## config.mk

```make
export PLATFORM = sky130hd
export DESIGN_NAME = serial_link_cfg_seq
export DESIGN_NICKNAME = d
export VERILOG_FILES = /design/src/rtl/serial_link_cfg_seq_pkg.sv /design/src/rtl/serial_link_cfg_seq.sv
export SDC_FILE = /design/constraint.sdc
export NUM_CORES = 1
export LEC_CHECK = 0
export ABC_AREA = 1
export CORE_ASPECT_RATIO = 2
export CORE_UTILIZATION = 28
export CTS_CLUSTER_DIAMETER = 150
export DETAILED_ROUTE_END_ITERATION = 10
export HOLD_SLACK_MARGIN = 0.12
export PLACE_DENSITY = 0.85
export SYNTH_ARGS = -nofsm -noshare
export SYNTH_HDL_FRONTEND = slang
export SYNTH_SLANG_ARGS = --single-unit
```

## constraint.sdc

```tcl
create_clock -name clk_i -period 1.3 [get_ports clk_i]
set_clock_uncertainty 0.1 [all_clocks]
set_input_delay 0.26 -clock clk_i [delete_from_list [all_inputs] [get_ports clk_i]]
set_output_delay 0.26 -clock clk_i [all_outputs]
set_load 0.01 [all_outputs]
```

## src/rtl/serial_link_cfg_seq_pkg.sv

```systemverilog
// Shared types and bring-up step constants for the serial link config sequencer.
// Default regbus request/response structs follow the REG_BUS_TYPEDEF_ALL field layout.
package serial_link_cfg_seq_pkg;

  localparam int unsigned DefaultAddrWidth = 32;
  localparam int unsigned DefaultDataWidth = 32;

  typedef enum logic [1:0] {
    OP_WRITE = 2'd0,
    OP_POLL  = 2'd1,
    OP_WAIT  = 2'd2
  } op_e;

  typedef struct packed {
    op_e                         op;
    logic [DefaultAddrWidth-1:0] addr;
    logic [DefaultDataWidth-1:0] data;
    logic [DefaultDataWidth-1:0] mask;
  } step_t;

  typedef struct packed {
    logic [DefaultAddrWidth-1:0]   addr;
    logic                          write;
    logic [DefaultDataWidth-1:0]   wdata;
    logic [DefaultDataWidth/8-1:0] wstrb;
    logic                          valid;
  } cfg_req_default_t;

  typedef struct packed {
    logic [DefaultDataWidth-1:0] rdata;
    logic                        error;
    logic                        ready;
  } cfg_rsp_default_t;

  // Serial link config register map used by the standard bring-up.
  localparam logic [DefaultAddrWidth-1:0] CtrlRegAddr       = 32'h0000_0000;
  localparam logic [DefaultAddrWidth-1:0] IsolateRegAddr    = 32'h0000_0004;
  localparam logic [DefaultAddrWidth-1:0] IsoStatusRegAddr  = 32'h0000_0008;

  localparam step_t StepClkEnable = '{op: OP_WRITE, addr: CtrlRegAddr,
                                      data: 32'h0000_0001, mask: 32'hFFFF_FFFF};
  localparam step_t StepRstRelease = '{op: OP_WRITE, addr: CtrlRegAddr,
                                       data: 32'h0000_0003, mask: 32'hFFFF_FFFF};
  localparam step_t StepIsoClear = '{op: OP_WRITE, addr: IsolateRegAddr,
                                     data: 32'h0000_0000, mask: 32'hFFFF_FFFF};
  // Isolation is released once both in/out isolated flags read back as zero.
  localparam step_t StepPollIsolated = '{op: OP_POLL, addr: IsoStatusRegAddr,
                                         data: 32'h0000_0000, mask: 32'h0000_0003};

  localparam int unsigned BringUpNumSteps = 4;
  localparam step_t BringUpSteps [BringUpNumSteps] = '{
    StepClkEnable, StepRstRelease, StepIsoClear, StepPollIsolated
  };

endpackage

```

## src/rtl/serial_link_cfg_seq.sv

```systemverilog
// Regbus initiator that walks a fixed WRITE/POLL/WAIT step list on the serial link
// config port and reports done or the index of the failing step.
module serial_link_cfg_seq
  import serial_link_cfg_seq_pkg::*;
#(
  parameter int unsigned RegAddrWidth       = 32,
  parameter int unsigned RegDataWidth       = 32,
  parameter int unsigned NumSteps           = 4,
  parameter step_t       Steps [NumSteps]   = '{default: '0},
  parameter int unsigned MaxPolls           = 256,
  parameter type         cfg_req_t          = cfg_req_default_t,
  parameter type         cfg_rsp_t          = cfg_rsp_default_t,
  localparam int unsigned IdxW              = $clog2(NumSteps) + 1
) (
  input  logic            clk_i,
  input  logic            rst_i,
  input  logic            start_i,
  output logic            busy_o,
  output logic            done_o,
  output logic            error_o,
  output logic [IdxW-1:0] err_step_o,
  output cfg_req_t        cfg_req_o,
  input  cfg_rsp_t        cfg_rsp_i
);

  localparam int unsigned SelW = (NumSteps > 1) ? $clog2(NumSteps) : 1;

  typedef enum logic [2:0] {StIdle, StIssue, StWait, StDone, StError} state_e;

  state_e                  state_q, state_d;
  logic [IdxW-1:0]         idx_q, idx_d;
  logic [RegDataWidth-1:0] cnt_q, cnt_d;
  cfg_req_t                req_q, req_d;
  logic                    busy_q, busy_d;
  logic                    done_q, done_d;
  logic                    error_q, error_d;
  logic [IdxW-1:0]         err_step_q, err_step_d;

  logic [SelW-1:0] cur_sel, nxt_sel;
  step_t           cur_step, nxt_step;
  logic            xfer, last_step, poll_hit, wait_over, poll_timeout;
  logic            step_done, from_wait;

  function automatic cfg_req_t issue_req(step_t s);
    cfg_req_t r;
    r       = '0;
    r.addr  = s.addr;
    r.valid = 1'b1;
    if (s.op == OP_WRITE) begin
      r.write = 1'b1;
      r.wdata = s.data;
      r.wstrb = '1;
    end
    return r;
  endfunction

  assign last_step    = (idx_q == IdxW'(NumSteps - 1));
  assign cur_sel      = SelW'(idx_q);
  assign nxt_sel      = last_step ? cur_sel : SelW'(idx_q + 1'b1);
  assign cur_step     = Steps[cur_sel];
  assign nxt_step     = Steps[nxt_sel];
  assign xfer         = req_q.valid & cfg_rsp_i.ready;
  assign poll_hit     = ((cfg_rsp_i.rdata & cur_step.mask) == (cur_step.data & cur_step.mask));
  assign poll_timeout = (cnt_q == RegDataWidth'(MaxPolls - 1));
  assign wait_over    = (cur_step.data == '0) || (cnt_q == cur_step.data - 1'b1);

  always_comb begin
    state_d    = state_q;
    idx_d      = idx_q;
    cnt_d      = cnt_q;
    req_d      = req_q;
    done_d     = done_q;
    error_d    = error_q;
    err_step_d = err_step_q;
    step_done  = 1'b0;
    from_wait  = 1'b0;

    unique case (state_q)
      StIdle, StDone, StError: begin
        if (start_i) begin
          idx_d      = '0;
          cnt_d      = '0;
          done_d     = 1'b0;
          error_d    = 1'b0;
          err_step_d = '0;
          if (Steps[0].op == OP_WAIT) begin
            state_d = StWait;
            req_d   = '0;
          end else begin
            state_d = StIssue;
            req_d   = issue_req(Steps[0]);
          end
        end
      end
      StIssue: begin
        // valid is low here only for the mandatory gap after a completed transfer
        if (!req_q.valid) begin
          req_d = issue_req(cur_step);
        end else if (xfer) begin
          req_d = '0;
          if (cfg_rsp_i.error ||
              ((cur_step.op != OP_WRITE) && !poll_hit && poll_timeout)) begin
            state_d    = StError;
            error_d    = 1'b1;
            err_step_d = idx_q;
          end else if ((cur_step.op == OP_WRITE) || poll_hit) begin
            step_done = 1'b1;
          end else begin
            cnt_d = cnt_q + 1'b1;
          end
        end
      end
      StWait: begin
        if (wait_over) begin
          step_done = 1'b1;
          from_wait = 1'b1;
        end else begin
          cnt_d = cnt_q + 1'b1;
        end
      end
      default: state_d = StIdle;
    endcase

    if (step_done) begin
      cnt_d = '0;
      if (last_step) begin
        state_d = StDone;
        done_d  = 1'b1;
        req_d   = '0;
      end else begin
        idx_d = idx_q + 1'b1;
        if (nxt_step.op == OP_WAIT) begin
          state_d = StWait;
          req_d   = '0;
        end else begin
          state_d = StIssue;
          // Bus has already been idle during a WAIT, so issue without another gap.
          req_d   = from_wait ? issue_req(nxt_step) : '0;
        end
      end
    end

    busy_d = (state_d == StIssue) || (state_d == StWait);
  end

  always_ff @(posedge clk_i) begin
    if (rst_i) begin
      state_q    <= StIdle;
      idx_q      <= '0;
      cnt_q      <= '0;
      req_q      <= '0;
      busy_q     <= 1'b0;
      done_q     <= 1'b0;
      error_q    <= 1'b0;
      err_step_q <= '0;
    end else begin
      state_q    <= state_d;
      idx_q      <= idx_d;
      cnt_q      <= cnt_d;
      req_q      <= req_d;
      busy_q     <= busy_d;
      done_q     <= done_d;
      error_q    <= error_d;
      err_step_q <= err_step_d;
    end
  end

  assign busy_o     = busy_q;
  assign done_o     = done_q;
  assign error_o    = error_q;
  assign err_step_o = err_step_q;
  assign cfg_req_o  = req_q;

endmodule

```

==> out/metrics.csv <==
stage,metric,value,unit
setup_path,R2R depth,6,
cts,latest clock arrival within the worst-skew pair,0.25,ns
cts,clk sinks,14,
finish,Area growth syn-to-layout,7.69,%
yosys,asr flop ratio synth,0,%
detailed_routing,vias,912,
yosys,Yosys top cell area share,41.8,%
placed_design,DPL Wire Length,1590,µm
floorplanning,Die W,48.7,µm
yosys,synthesized cell area,0.00122,mm²
setup_path,CP endpoint kind,flop,
timing,Worst Slack Setup Final,-0.00712,ns
cts,CTS root buffer,clkbuf_8,
setup_path,CP max stage delay,0.33,ns
setup_path,"Slowest-stage cell, CP",dfxtp_2,
min_path,Hold Crit Start,done_o,
global_route,global-route wire length before repair,3060,µm
run,Max-Cap Viols,0,
floorplanning,Rows,33,
yosys,Cell variety after synth,22,
detailed_routing,routed len/inst,8.52,µm
setup_path,CP cell instances,ha_1 > inv_2 > or2_4 > nand3b_1 > nand3_1 > nor2_1,
yosys,Mean Syn Cell Area,7.58,µm²
detailed_routing,ANT nets after route,0,
cts,CTS tree,built,
global_route,gr ovfl total,0,
detailed_routing,initial DRC count,18,
yosys,YS warnings,0,
global_route,GR Util All Layers,8.87,%
power_and_ir_drop,Leak,0.688,nW
timing,Hold Fails Final Rpt,0,
setup_path,Worst Path Max Fanout,4,
setup_path,WP buf/inv,1,
yosys,"Seq/Total Area, Yosys",23.0,%
timing,fin crit period,1.31,ns
floorplanning,I/O pin cnt,113,
yosys,"top cells by count, synth","buf_4, nand2_1, dfxtp_1",
power_and_ir_drop,Power Dens Cells,832,mW/mm²
min_path,WHS Path Cells,2,
global_route,initial antenna violation count,0,
setup_path,top cell family by delay on the critical path,simple AND/OR/NAND/NOR gates,
yosys,most frequent cell after synthesis,buf_4,
min_path,Hold EP,done_o,
cts,Clock transition at path regs,0.06,ns
detailed_routing,final WL,2030,µm
floorplanning,Starting Density,29.5,%
setup_path,Worst EP arrival,1.35,ns
timing,endpoints failing setup,1,
finish,Nets,226,
finish,area occupied by multi-input gates,648,µm²
yosys,Post-synth top flop,dfxtp_1,
power_and_ir_drop,Worst VDD drop,0.639,mV
cts,Hold Buf Count CTS,0,
yosys,flop and latch count out of synthesis,14,
setup_path,Reg2Reg Launch Point,idx_q[0],
setup_path,worst reg-to-reg setup slack,-0.007,ns
outcome,outcome,finished with violations,
timing,unrepaired setup endpoints after global routing,true,
detailed_routing,DRC violations left,0,
timing,"Period Utilization, post-route",101,%
setup_path,Required @ worst endpoint,1.34,ns
min_path,worst min-delay path class,reg -> reg,
floorplanning,core area,0.00413,mm²
setup_path,reg-to-reg endpoint,busy_o,
floorplanning,Die Footprint,0.00464,mm²
setup_path,Worst setup startpoint,idx_q[0],
placed_design,port bufs,16,
yosys,Syn Inst Count,161,
floorplanning,Die Ht,95.3,µm
global_route,largest net degree at the start of global routing,10,
yosys,number of synthesized flops with an enable pin,0,
placed_design,worst slack at placement,-0.295,ns
cts,CTS max path bufs,2,
global_route,number of global-route vias before repair,738,
yosys,Yosys top cell by area,buf_4,
finish,layout cells sized above 1,25.3,%
finish,FF/Latch Area,285,µm²
finish,FILL cells,460,
timing,Final Max Slew Viols,0,
outcome,failing checks,negative setup slack,
finish,Final Core Density,31.8,%
setup_path,crit start category,flop,
detailed_routing,Vias per Instance,3.83,
finish,number of diodes,0,
setup_path,crit path kind,reg -> reg,
yosys,main area contributors after synthesis,"buf_4, dfxtp_1, nand2_1, nand3_1, a21oi_1",
placed_design,GPL Wtd Cong,0.879,
cts,H-tree levels,1,
detailed_routing,first-pass iteration count of the detailed router,3,
timing,fmax,765,MHz
cts,CTS buffer count,3,
-- cells by family (layout without fill, tap and decap cells) --
family                     Yosys count  count (layout)  share of synthesized area, %
AOI/OAI and AO/OA                   16              16                          7.69
DFF                                 14              14                          23.0
and+or+nand+nor                     50              50                          22.8
other                                1              64                         0.307
adders and majority gates            1               1                          1.03
buffers and inverters               79              41                          45.2
-- where the power goes --
part / total, W / switching [W] / internal (W) / leakage (nW)
logic: 0.000286 / 0.000197 / 0.0000884 / 0.551
registers: 0.000456 / 0.0000114 / 0.000444 / 0.116
clock network: 0.000351 / 0.000146 / 0.000205 / 0.0216
total: 0.00109 / 0.000355 / 0.000738 / 0.688
-- layout by cell type, fill, tap and decap left out, types with 4 or more instances in the layout --
master	count
dfxtp_1	10
buf_4	12
a21oi_1	8
inv_1	4
nand3_2	4
nand2_4	5
conb_1	64
a21oi_2	4
nand2_2	6
dlygate4sd2_1	13
nand3_1	9
dfxtp_2	4
nand2_1	15
inv_2	5
nor2_1	4
-- worst register-to-register path: cells and delay by family (launching register included) --
kind	cells	cell delay, ns
flops	1	0.33
fa+ha+maj	1	0.16
buf+inv	1	0.04
simple gates	4	0.57
-- layout make-up --
cell class                 count  area share [%]
multi-input combinational    131            49.3
sequential                    14            21.7
timing repair buffer          28            17.8
tap                           52            4.95
clock buffer                   3            3.14
inverter                      10            3.05
-- how the worst max path moves through the flow --
| stage | endpoint | cells past startpoint |
|---|---|---|
| 2_1_floorplan | busy_o | 6 |
| 3_3_place_gp | busy_o | 8 |
| 3_5_place_dp | busy_o | 8 |
| 4_1_cts | busy_o | 6 |
| 5_1_grt | busy_o | 6 |
| 6_report | busy_o | 6 |
-- registers in the layout, indices dropped and copies added, names as in the netlist --
name	cells
error_o	1
state_q	3
err_step_o	3
cfg_req_o	2
idx_q	3
busy_o	1
done_o	1
-- metal layers --
metal	up-vias	track usage (%)	routed length [µm]
met1	407	7.60	666
met5	-	0	0
met2	73	16.9	1100
met3	7	1.12	175
met4	0	8.82	85
li1	425	-	-
-- what timing repair did --
action                                 4_1_cts  5_1_grt
resized for setup                           14        9
buffers inserted                             0        2
pin swaps                                    2        4
setup endpoints to repair                   15       11
endpoints found under the hold margin        0        0
-- per-stage QoR --
step | setup TNS [ns] | total power (W) | hold WS (ns) | instance area [µm²] | instances
final | -0.00712 | 0.00109 | 0.360 | 1310 | 238
after global routing | -0.314 | 0.00115 | 0.388 | 1310 | 238
after CTS | -0.00739 | 0.00109 | 0.364 | 1270 | 236
after detailed placement | -3.21 | 0.000753 | 0.356 | 1250 | 233
after global placement | -2.98 | 0.000750 | 0.355 | 1250 | 233
after floorplan | 0 | 0.000811 | 0.325 | 1460 | 224
Power figures use the tool's default switching activity.
